[config.mk]
export PLATFORM = sky130hd
export DESIGN_NAME = gate_sweep_ctrl
export DESIGN_NICKNAME = d
export VERILOG_FILES = /design/src/rtl/gate_pkg.sv /design/src/rtl/gate_settle_timer.sv /design/src/rtl/gate_sweep_ctrl.sv
export SDC_FILE = /design/constraint.sdc
export NUM_CORES = 1
export LEC_CHECK = 0
export ABC_AREA = 1
export BUFFER_PORTS_ARGS = -buffer_cell sky130_fd_sc_hd__buf_2
export CORE_MARGIN = 2
export CORE_UTILIZATION = 33
export DETAILED_ROUTE_END_ITERATION = 16
export GPL_ROUTABILITY_DRIVEN = 0
export HOLD_SLACK_MARGIN = 0.12
export PLACE_DENSITY = 0.61
export SYNTH_ARGS = -nofsm -noshare
export SYNTH_HDL_FRONTEND = slang
export SYNTH_SLANG_ARGS = --single-unit
[constraint.sdc]
create_clock -name clk -period 3.6 [get_ports clk]
set_clock_uncertainty 0.05 [all_clocks]
set_input_delay 0.72 -clock clk [delete_from_list [all_inputs] [get_ports clk]]
set_output_delay 0.72 -clock clk [all_outputs]
set_load 0.005 [all_outputs]
[src/rtl/gate_pkg.sv]
`default_nettype none
// ============================================================================
// Module : gate_pkg
// Brief  : Shared types and constants for the AND-XOR gate self-test sequencer.
// Rev    : 1.0 - initial release
// ============================================================================
package gate_pkg;

  // Operand vector width: {a,b,c,d}
  localparam int VEC_W = 4;

  // Golden truth table of q = (a & b) ^ (c & d); bit i = q for {a,b,c,d} = i
  localparam logic [15:0] GATE_TRUTH_TABLE = 16'h7888;

  // Sequencer states, 2-bit encoding
  typedef enum logic [1:0] {
    ST_IDLE   = 2'd0,
    ST_SETTLE = 2'd1,
    ST_SAMPLE = 2'd2,
    ST_DONE   = 2'd3
  } state_e;

  // Priority encoder, LSB first; returns 0 when no bit is set
  function automatic logic [VEC_W-1:0] first_set_idx(input logic [15:0] v);
    logic [VEC_W-1:0] r;
    r = '0;
    for (int i = 15; i >= 0; i--) begin
      if (v[i]) r = VEC_W'(i);
    end
    return r;
  endfunction

endpackage
`default_nettype wire

[src/rtl/gate_settle_timer.sv]
`default_nettype none
// ============================================================================
// Module : gate_settle_timer
// Brief  : Down-counter that measures how long each operand vector is held.
//          load_i presets the count; en_i counts down to zero and stops there.
// Rev    : 1.0 - initial release
// ============================================================================
module gate_settle_timer #(
  parameter int WIDTH = 4
) (
  input  logic             clk,
  input  logic             rst,
  input  logic             load_i,
  input  logic [WIDTH-1:0] load_val_i,
  input  logic             en_i,
  output logic             expire_o
);

  logic [WIDTH-1:0] count_q;

  // Load takes priority over counting; the counter saturates at zero
  always_ff @(posedge clk) begin
    if (rst) begin
      count_q <= '0;
    end else if (load_i) begin
      count_q <= load_val_i;
    end else if (en_i && (count_q != '0)) begin
      count_q <= count_q - WIDTH'(1);
    end
  end

  assign expire_o = (count_q == '0);

endmodule
`default_nettype wire

[src/rtl/gate_sweep_ctrl.sv]
`default_nettype none
// ============================================================================
// Module : gate_sweep_ctrl
// Brief  : BIST controller for the AND-XOR gate. Sweeps all 16 operand
//          vectors, samples the gate output after a settle time, builds the
//          truth table and compares it against the golden table.
// Rev    : 1.0 - initial release
// ============================================================================
module gate_sweep_ctrl
  import gate_pkg::*;
#(
  parameter int unsigned  SETTLE_CYCLES = 1,
  parameter logic [15:0]  EXPECTED      = GATE_TRUTH_TABLE
) (
  input  logic             clk,
  input  logic             rst,
  input  logic             start,
  input  logic             abort,
  output logic             gate_a,
  output logic             gate_b,
  output logic             gate_c,
  output logic             gate_d,
  input  logic             gate_q,
  output logic             busy,
  output logic             done,
  output logic [15:0]      table_out,
  output logic             pass,
  output logic             fail_valid,
  output logic [VEC_W-1:0] fail_idx
);

  // The timer expires on the last SETTLE cycle, so it is preloaded with N-1
  localparam logic [VEC_W-1:0] SETTLE_LOAD = VEC_W'(SETTLE_CYCLES - 1);

  state_e           state_q;
  logic [VEC_W-1:0] idx_q;
  logic [VEC_W-1:0] gate_vec_q;
  logic             busy_q;
  logic             done_q;
  logic [15:0]      table_q;
  logic             pass_q;
  logic             fail_valid_q;
  logic [VEC_W-1:0] fail_idx_q;

  logic             w_timer_load;
  logic             w_timer_en;
  logic             w_expire;
  logic             w_last;
  logic [15:0]      w_table_next;
  logic [15:0]      w_diff;

  assign w_last = (idx_q == {VEC_W{1'b1}});

  // Table with the current sample merged in, and its mismatch mask
  always_comb begin
    w_table_next         = table_q;
    w_table_next[idx_q]  = gate_q;
    w_diff               = w_table_next ^ EXPECTED;
  end

  // Timer is reloaded whenever a new vector starts settling
  assign w_timer_load = ((state_q == ST_IDLE)   && start && !abort) ||
                        ((state_q == ST_SAMPLE) && !abort && !w_last);
  assign w_timer_en   = (state_q == ST_SETTLE);

  gate_settle_timer #(
    .WIDTH      (VEC_W)
  ) u_settle_timer (
    .clk        (clk),
    .rst        (rst),
    .load_i     (w_timer_load),
    .load_val_i (SETTLE_LOAD),
    .en_i       (w_timer_en),
    .expire_o   (w_expire)
  );

  // Sweep sequencer with registered outputs; abort returns to IDLE from any busy state
  always_ff @(posedge clk) begin
    if (rst) begin
      state_q      <= ST_IDLE;
      idx_q        <= '0;
      gate_vec_q   <= '0;
      busy_q       <= 1'b0;
      done_q       <= 1'b0;
      table_q      <= '0;
      pass_q       <= 1'b0;
      fail_valid_q <= 1'b0;
      fail_idx_q   <= '0;
    end else begin
      done_q <= 1'b0;
      case (state_q)
        ST_IDLE: begin
          if (start && !abort) begin
            state_q      <= ST_SETTLE;
            idx_q        <= '0;
            gate_vec_q   <= '0;
            busy_q       <= 1'b1;
            table_q      <= '0;
            pass_q       <= 1'b0;
            fail_valid_q <= 1'b0;
            fail_idx_q   <= '0;
          end
        end
        ST_SETTLE: begin
          if (abort) begin
            state_q      <= ST_IDLE;
            gate_vec_q   <= '0;
            busy_q       <= 1'b0;
            pass_q       <= 1'b0;
            fail_valid_q <= 1'b0;
            fail_idx_q   <= '0;
          end else if (w_expire) begin
            state_q <= ST_SAMPLE;
          end
        end
        ST_SAMPLE: begin
          if (abort) begin
            state_q      <= ST_IDLE;
            gate_vec_q   <= '0;
            busy_q       <= 1'b0;
            pass_q       <= 1'b0;
            fail_valid_q <= 1'b0;
            fail_idx_q   <= '0;
          end else begin
            table_q <= w_table_next;
            if (w_last) begin
              state_q      <= ST_DONE;
              done_q       <= 1'b1;
              pass_q       <= (w_diff == '0);
              fail_valid_q <= |w_diff;
              fail_idx_q   <= first_set_idx(w_diff);
            end else begin
              state_q    <= ST_SETTLE;
              idx_q      <= idx_q + VEC_W'(1);
              gate_vec_q <= idx_q + VEC_W'(1);
            end
          end
        end
        ST_DONE: begin
          state_q    <= ST_IDLE;
          gate_vec_q <= '0;
          busy_q     <= 1'b0;
          if (abort) begin
            pass_q       <= 1'b0;
            fail_valid_q <= 1'b0;
            fail_idx_q   <= '0;
          end
        end
        default: begin
          state_q <= ST_IDLE;
        end
      endcase
    end
  end

  assign gate_a     = gate_vec_q[3];
  assign gate_b     = gate_vec_q[2];
  assign gate_c     = gate_vec_q[1];
  assign gate_d     = gate_vec_q[0];
  assign busy       = busy_q;
  // An abort arriving during DONE cancels that cycle's completion pulse
  assign done       = done_q & ~abort;
  assign table_out  = table_q;
  assign pass       = pass_q;
  assign fail_valid = fail_valid_q;
  assign fail_idx   = fail_idx_q;

endmodule
`default_nettype wire

# Word level (Yosys, flattened, before mapping)
# Cells that the tools add are included.
[classes]
n_addsub = 2
order_cmp = 2
n_eq_ne = 13
mux = 49
bitwise_logic = 4
reduce_logical = 26
[ops]
columns = ["operator", "n"]
rows = [
  ["$mux 4", 23],
  ["$mux 16", 2],
  ["$pmux 16 s2", 1],
  ["$bwmux 16", 1],
  ["$logic_not 16->1", 1],
  ["$pmux 4 s4", 1],
  ["$reduce_or 16->1", 1],
  ["$pmux 4 s3", 1],
  ["$mux 2", 5],
  ["$mux 1", 9],
  ["$ne 3x3->1 const B", 3],
  ["$pmux 1 s3", 3],
  ["$reduce_and 3->1", 3],
  ["$pmux 2 s4", 1],
  ["$pmux 4 s2", 1],
  ["$logic_and 1x1->1", 7],
  ["$ne 2x1->1 const B", 3],
  ["$ne 2x2->1 const B", 3],
  ["$not 6->6", 1],
  ["$reduce_or 2->1", 3],
  ["$lt 4x5->1 const B", 1],
  ["$add 4x1->4 const B", 1],
  ["$demux 1 s4", 1],
  ["$eq 2x2->1 const B", 2],
  ["15 further kinds", 18],
]
[totals]
regBits = 38
in_bits = 5
output_inout_bits = 28
wordCells = 106

# Depth between registers and ports, before layout
[logic_depth]
depth_word = 24
depth_mapped = 21
mapped_depth_nobuf = 21

# Modules after synthesis
# From an unflattened synthesis, not the netlist that was laid out.
[unflattened]
hier_cells = 339
hier_area_um2 = 2168.3
[by_module_without_submodules]
columns = ["module", "n_inst", "cells_per_inst", "area_per_inst_um2", "seq_area_each_um2"]
rows = [
  ["gate_sweep_ctrl", 1, 298, 1894.3, 680.7],
  ["gate_settle_timer", 1, 41, 274.0, 80.1],
]

# Worst setup path before layout
# Ideal clock, no wire load.
[synth_path]
path_kind = "input-to-reg"
start = "in gate_q"
end = "reg fail_valid_q (netlist: fail_valid)"
setup_time_ns = 0.132
arrival_time_ns = 1.789
required_time_ns = 3.418
path_slack_ns = 1.629
stages = 9
n_path_buf = 1
path_cell_list = "inv_1 buf_2 o21ai_1 nor2_1 nand2_1 nor3_2 inv_1 o41ai_2 a21oi_1"
[synth_via]
elab_chain_len = 6
[synth_rtl]
columns = ["element", "line_no", "source"]
rows = [
  ["start, declared", "gate_sweep_ctrl.sv:23", "input logic gate_q,"],
  ["$bwmux 16 (*)", "gate_sweep_ctrl.sv:57", "w_table_next[idx_q] = gate_q;"],
  ["$not 6->6 (no source line)", "--", ""],
  ["$reduce_or 16->1 (*)", "gate_sweep_ctrl.sv:130", "fail_valid_q <= |w_diff;"],
  ["$mux 1 (*)", "gate_sweep_ctrl.sv:126", "if (w_last) begin"],
  ["$mux 1 (*)", "gate_sweep_ctrl.sv:117", "if (abort) begin"],
  ["$pmux 1 s3 (*)", "gate_sweep_ctrl.sv:91", "case (state_q)"],
  ["end signal, assigned", "gate_sweep_ctrl.sv:130", ""],
  ["end, declared", "gate_sweep_ctrl.sv:42", "logic fail_valid_q;"],
]
# Mark *: on every way between the ends. The rest lies on a longest branch, timed or not. The select of a mux whose other input is x is not followed.
# A chain may end at the register's enable or synchronous reset.

# Worst setup path after layout
[layout_path]
start = "reg state_q[0]"
end = "reg idx_q[3]"
[layout_via]
elab_chain_len = 3
word_cells_on_any_way = 8
cone_classes = "4 x eq/ne; 1 x mux; 3 x reduce/logical"
[layout_rtl]
columns = ["element", "line_no", "source"]
rows = [
  ["start, declared", "gate_sweep_ctrl.sv:35", "state_e state_q;"],
  ["start signal, assigned", "gate_sweep_ctrl.sv:80", "state_q <= ST_IDLE;"],
  ["start signal, assigned", "gate_sweep_ctrl.sv:94", "state_q <= ST_SETTLE;"],
  ["start signal, assigned", "gate_sweep_ctrl.sv:106", "state_q <= ST_IDLE;"],
  ["$eq 2x2->1 or $logic_not 2->1 (tied branches)", "gate_sweep_ctrl.sv:91", ""],
  ["$ne 2x2->1 (no source line) (tied with other cells)", "--", ""],
  ["$reduce_and 4->1 (no source line)", "--", ""],
  ["end signal, assigned", "gate_sweep_ctrl.sv:134", "idx_q <= idx_q + VEC_W'(1);"],
  ["end, declared", "gate_sweep_ctrl.sv:36", "logic [VEC_W-1:0] idx_q;"],
]
# Several ways; a longest one is shown, not always the timed one.

==> results.txt <==
Status: completed
Largest family of logic cells by synthesized area: simple AND/OR/NAND/NOR gates
Final total power: 0.812 mW
Share of power burned in registers: 0.531
Int Pwr: 0.598 mW
Leakage: 0.964 nW
Worst Path Max Fanout: 19
CP top delay family: simple AND/OR/NAND/NOR gates
Cell area after layout: 2430 sq um
H-tree Lvls: 2
Layout cell share with drive strength beyond 1: 0.175
Power density over the cells: 334 nW/um^2
Post-Syn Nets: 334
Diodes inserted: 0
Layout Area Growth over Synthesis: 12.8%
Die Span Y: 84.9 um
# resized after CTS: 0
Post-Place Setup Slack: 1060 ps
GR Util All Layers: 0.147
DIE AREA: 7200 sq um
WHS Path Cells: 2
Initial Util: 0.340
Worst slew pin tran: 723 ps
Synth Area in Adders: 0.0522
Area after DPL: 2350 sq um
Synth area leader: dfxtp_1
Critical path buffer and inverter count: 4
First-pass GRT wire length: 8650 um
Worst setup EP type: register
Drc violations: 0
Fin. Hold Viols: 0
Post-synth EDFFs: 0
Minimum clock period: 2360 ps
Post-DR wirelength/cell: 11.7 um
Worst path slowest cell: nor2_4
Clock power frac: 0.364
XOR/XNOR Fraction of Synth Area: 0.00406
Crit Reg-Reg Startpoint: state_q[0]$_SDFFE_PP0P_
Nets: 364
Row cnt: 29
Distinct cells, synth: 33
Async SR Flop Fraction: 0
Clock slew at reported path FFs: 80 ps
Unrepaired setup endpoints after global routing: false
F_max: 423 MHz
Core Area: 6350 sq um
Slew margin rel.: 0.518
Final Max Tran Viols: 0
Combinational cell fraction of total power: 0.105
Total gr overflow: 0
Top-count cell post-synth: nand2_1
Tcrit/Tclk final: 0.656
Terminus of the critical flop-to-flop path: idx_q[3]$_SDFFE_PP0P_
Mux cell area share after synthesis: 0
Main synth FF type: dfxtp_1
Post-synthesis compound-gate area fraction: 0.171
CTS Buffer Depth: 2
Vias in the first global route: 1864
Synthesized flop and latch total: 38
Ports: 33
Post-CTS Setup Bufs: 0
Worst EP required: 3760 ps
Cell chain of the critical path: inv_1, ha_1, inv_2, nor2_1, inv_2, nor2_4, a21oi_2, nor2_1, inv_2, nor2_1, nand2_1, a21oi_1
Setup TNS: 0 ps
PortBufs: 32
Die Wd: 84.9 um
CTS Buf Count: 5
CTS root buffer: clkbuf_8
Sw Ratio: 0.263
Post-Syn Area per Cell: 6.74 sq um
# Max-Cap Violations: 0
Psw: 0.213 mW
Hold path start: pass$_SDFFE_PP0P_
YS warnings: 0
Worst reg2reg path depth: 12
Hold slack: 412 ps
Area of the mapped netlist: 2160 sq um
Post-Synthesis Cells: 320
Simple-Gate Fraction of Synth Area: 0.312
# setup viols final: 0
Post-DP HPWL: 3700 um
FF-to-FF setup slack: 1240 ps
Top post-synthesis cells by area: dfxtp_1, nand2_1, a21oi_1
Via-to-Cell Ratio: 4.72
TritonCTS clock tree: done
WHS Endpoint: pass$_SDFFE_PP0P_
Synth cell count leaders: nand2_1, dfxtp_1, a21oi_1, inv_1, nand3_1
Pre-antenna DRT Iters: 4
Hold Path Class: register to register
Synth top area share: 0.353
Final ANT Viol Nets: 0
Hold-fix buffers at CTS: 0
Largest net degree at the start of global routing: 36
DRT Wirelength: 4990 um
Critical path type: register to register
Max stage delay on crit path: 380 ps
Critical Path AT: 2520 ps
Startpoint Class: register
Max VDD drop: 0.191 mV
Final WS setup: 1240 ps
Routed vias: 2009
TritonCTS Sinks: 38
Skew-Pair Late Insertion Delay: 290 ps
Seq/Total Area, Yosys: 0.353
Initial DRC count: 108
Initial antenna violation count: 0
[per-layer routing]
metal	vias up	track usage	wire, um
met5	-	0	0
met4	0	0.0519	59
met3	5	0.0379	220
met2	30	0.230	2220
met1	883	0.197	2490
li1	1091	-	-
[worst register-to-register path, stage by stage, from the launching register on]
cell	delay [ps]
dfxtp_1	340
inv_1	110
ha_1	190
inv_2	70
nor2_1	190
inv_2	120
nor2_4	380
a21oi_2	240
nor2_1	210
inv_2	80
nor2_1	120
nand2_1	70
a21oi_1	130
[metrics by stage]
step	std cells	utilization
2_1_floorplan	320	-
3_3_place_gp	420	0.370
3_5_place_dp	420	0.370
4_1_cts	426	0.383
5_1_grt	426	0.383
6_report	426	0.383
[logic make-up (layout without fill, tap and decap cells)]
| logic type | count (synthesis) | count (layout) |
|---|---|---|
| DFF | 38 | 38 |
| and+or+nand+nor | 155 | 155 |
| xor gates and xnor gates | 1 | 1 |
| AOI/OAI and AO/OA | 65 | 65 |
| adders and majority gates | 9 | 9 |
| buffers and inverters | 52 | 81 |
[cells in the final DEF, fill, tap and decap left out]
master,count
nor3_2,1
ha_1,9
nor3_1,6
xor2_1,1
nor2_8,1
o31ai_1,1
nand4_1,4
a21oi_1,37
o21ai_0,3
nand3_1,19
a21oi_2,2
nor2_1,13
dfxtp_1,38
clkbuf_8,6
o21ai_2,1
nand3_2,1
nand4_2,1
o41ai_2,1
buf_4,2
nand2_1,106
inv_2,9
a211oi_1,2
or2_2,1
buf_2,32
nor2_4,1
o21bai_1,1
inv_1,32
nor2_2,1
o21ai_1,13
a31oi_2,1
a31oi_1,3
[worst max-delay path by stage]
stage                       startpoint                 endpoint  depth (start not counted)
4_1_cts          idx_q[0]$_SDFFE_PP0P_  fail_valid$_SDFFE_PP0P_                         10
5_1_grt        state_q[0]$_SDFFE_PP0P_    idx_q[3]$_SDFFE_PP0P_                         12
2_1_floorplan                   gate_q  fail_valid$_SDFFE_PP0P_                          9
3_5_place_dp                     abort    idx_q[3]$_SDFFE_PP0P_                         12
3_3_place_gp                     abort    idx_q[3]$_SDFFE_PP0P_                         12
6_report       state_q[0]$_SDFFE_PP0P_    idx_q[3]$_SDFFE_PP0P_                         12
[sequential cells by signal (all words and copies together) (netlist names), 2 cells and up]
signal	cells
idx_q	4
gate_vec_q	4
fail_idx	4
state_q	2
u_settle_timer.count_q	4
table_out	16
[power groups by stage]
stage / clock (mW) / combinational, mW / sequential, mW
6_report: 0.295 / 0.0850 / 0.431
5_1_grt: 0.331 / 0.0976 / 0.433
4_1_cts: 0.307 / 0.0855 / 0.431
3_5_place_dp: 0 / 0.0848 / 0.441
3_3_place_gp: 0 / 0.0847 / 0.441
2_1_floorplan: 0 / 0.0618 / 0.441
[area by class of cell]
cell class,count,area (sq um)
Clock buffer,6,82.6
Fill cell,674,3920
Inverter,41,154
Multi-Input combinational cell,230,1160
Sequential cell,38,761
Tap cell,77,96.3
Timing Repair Buffer,34,175
Note: power is estimated with default switching activity, not from simulation.
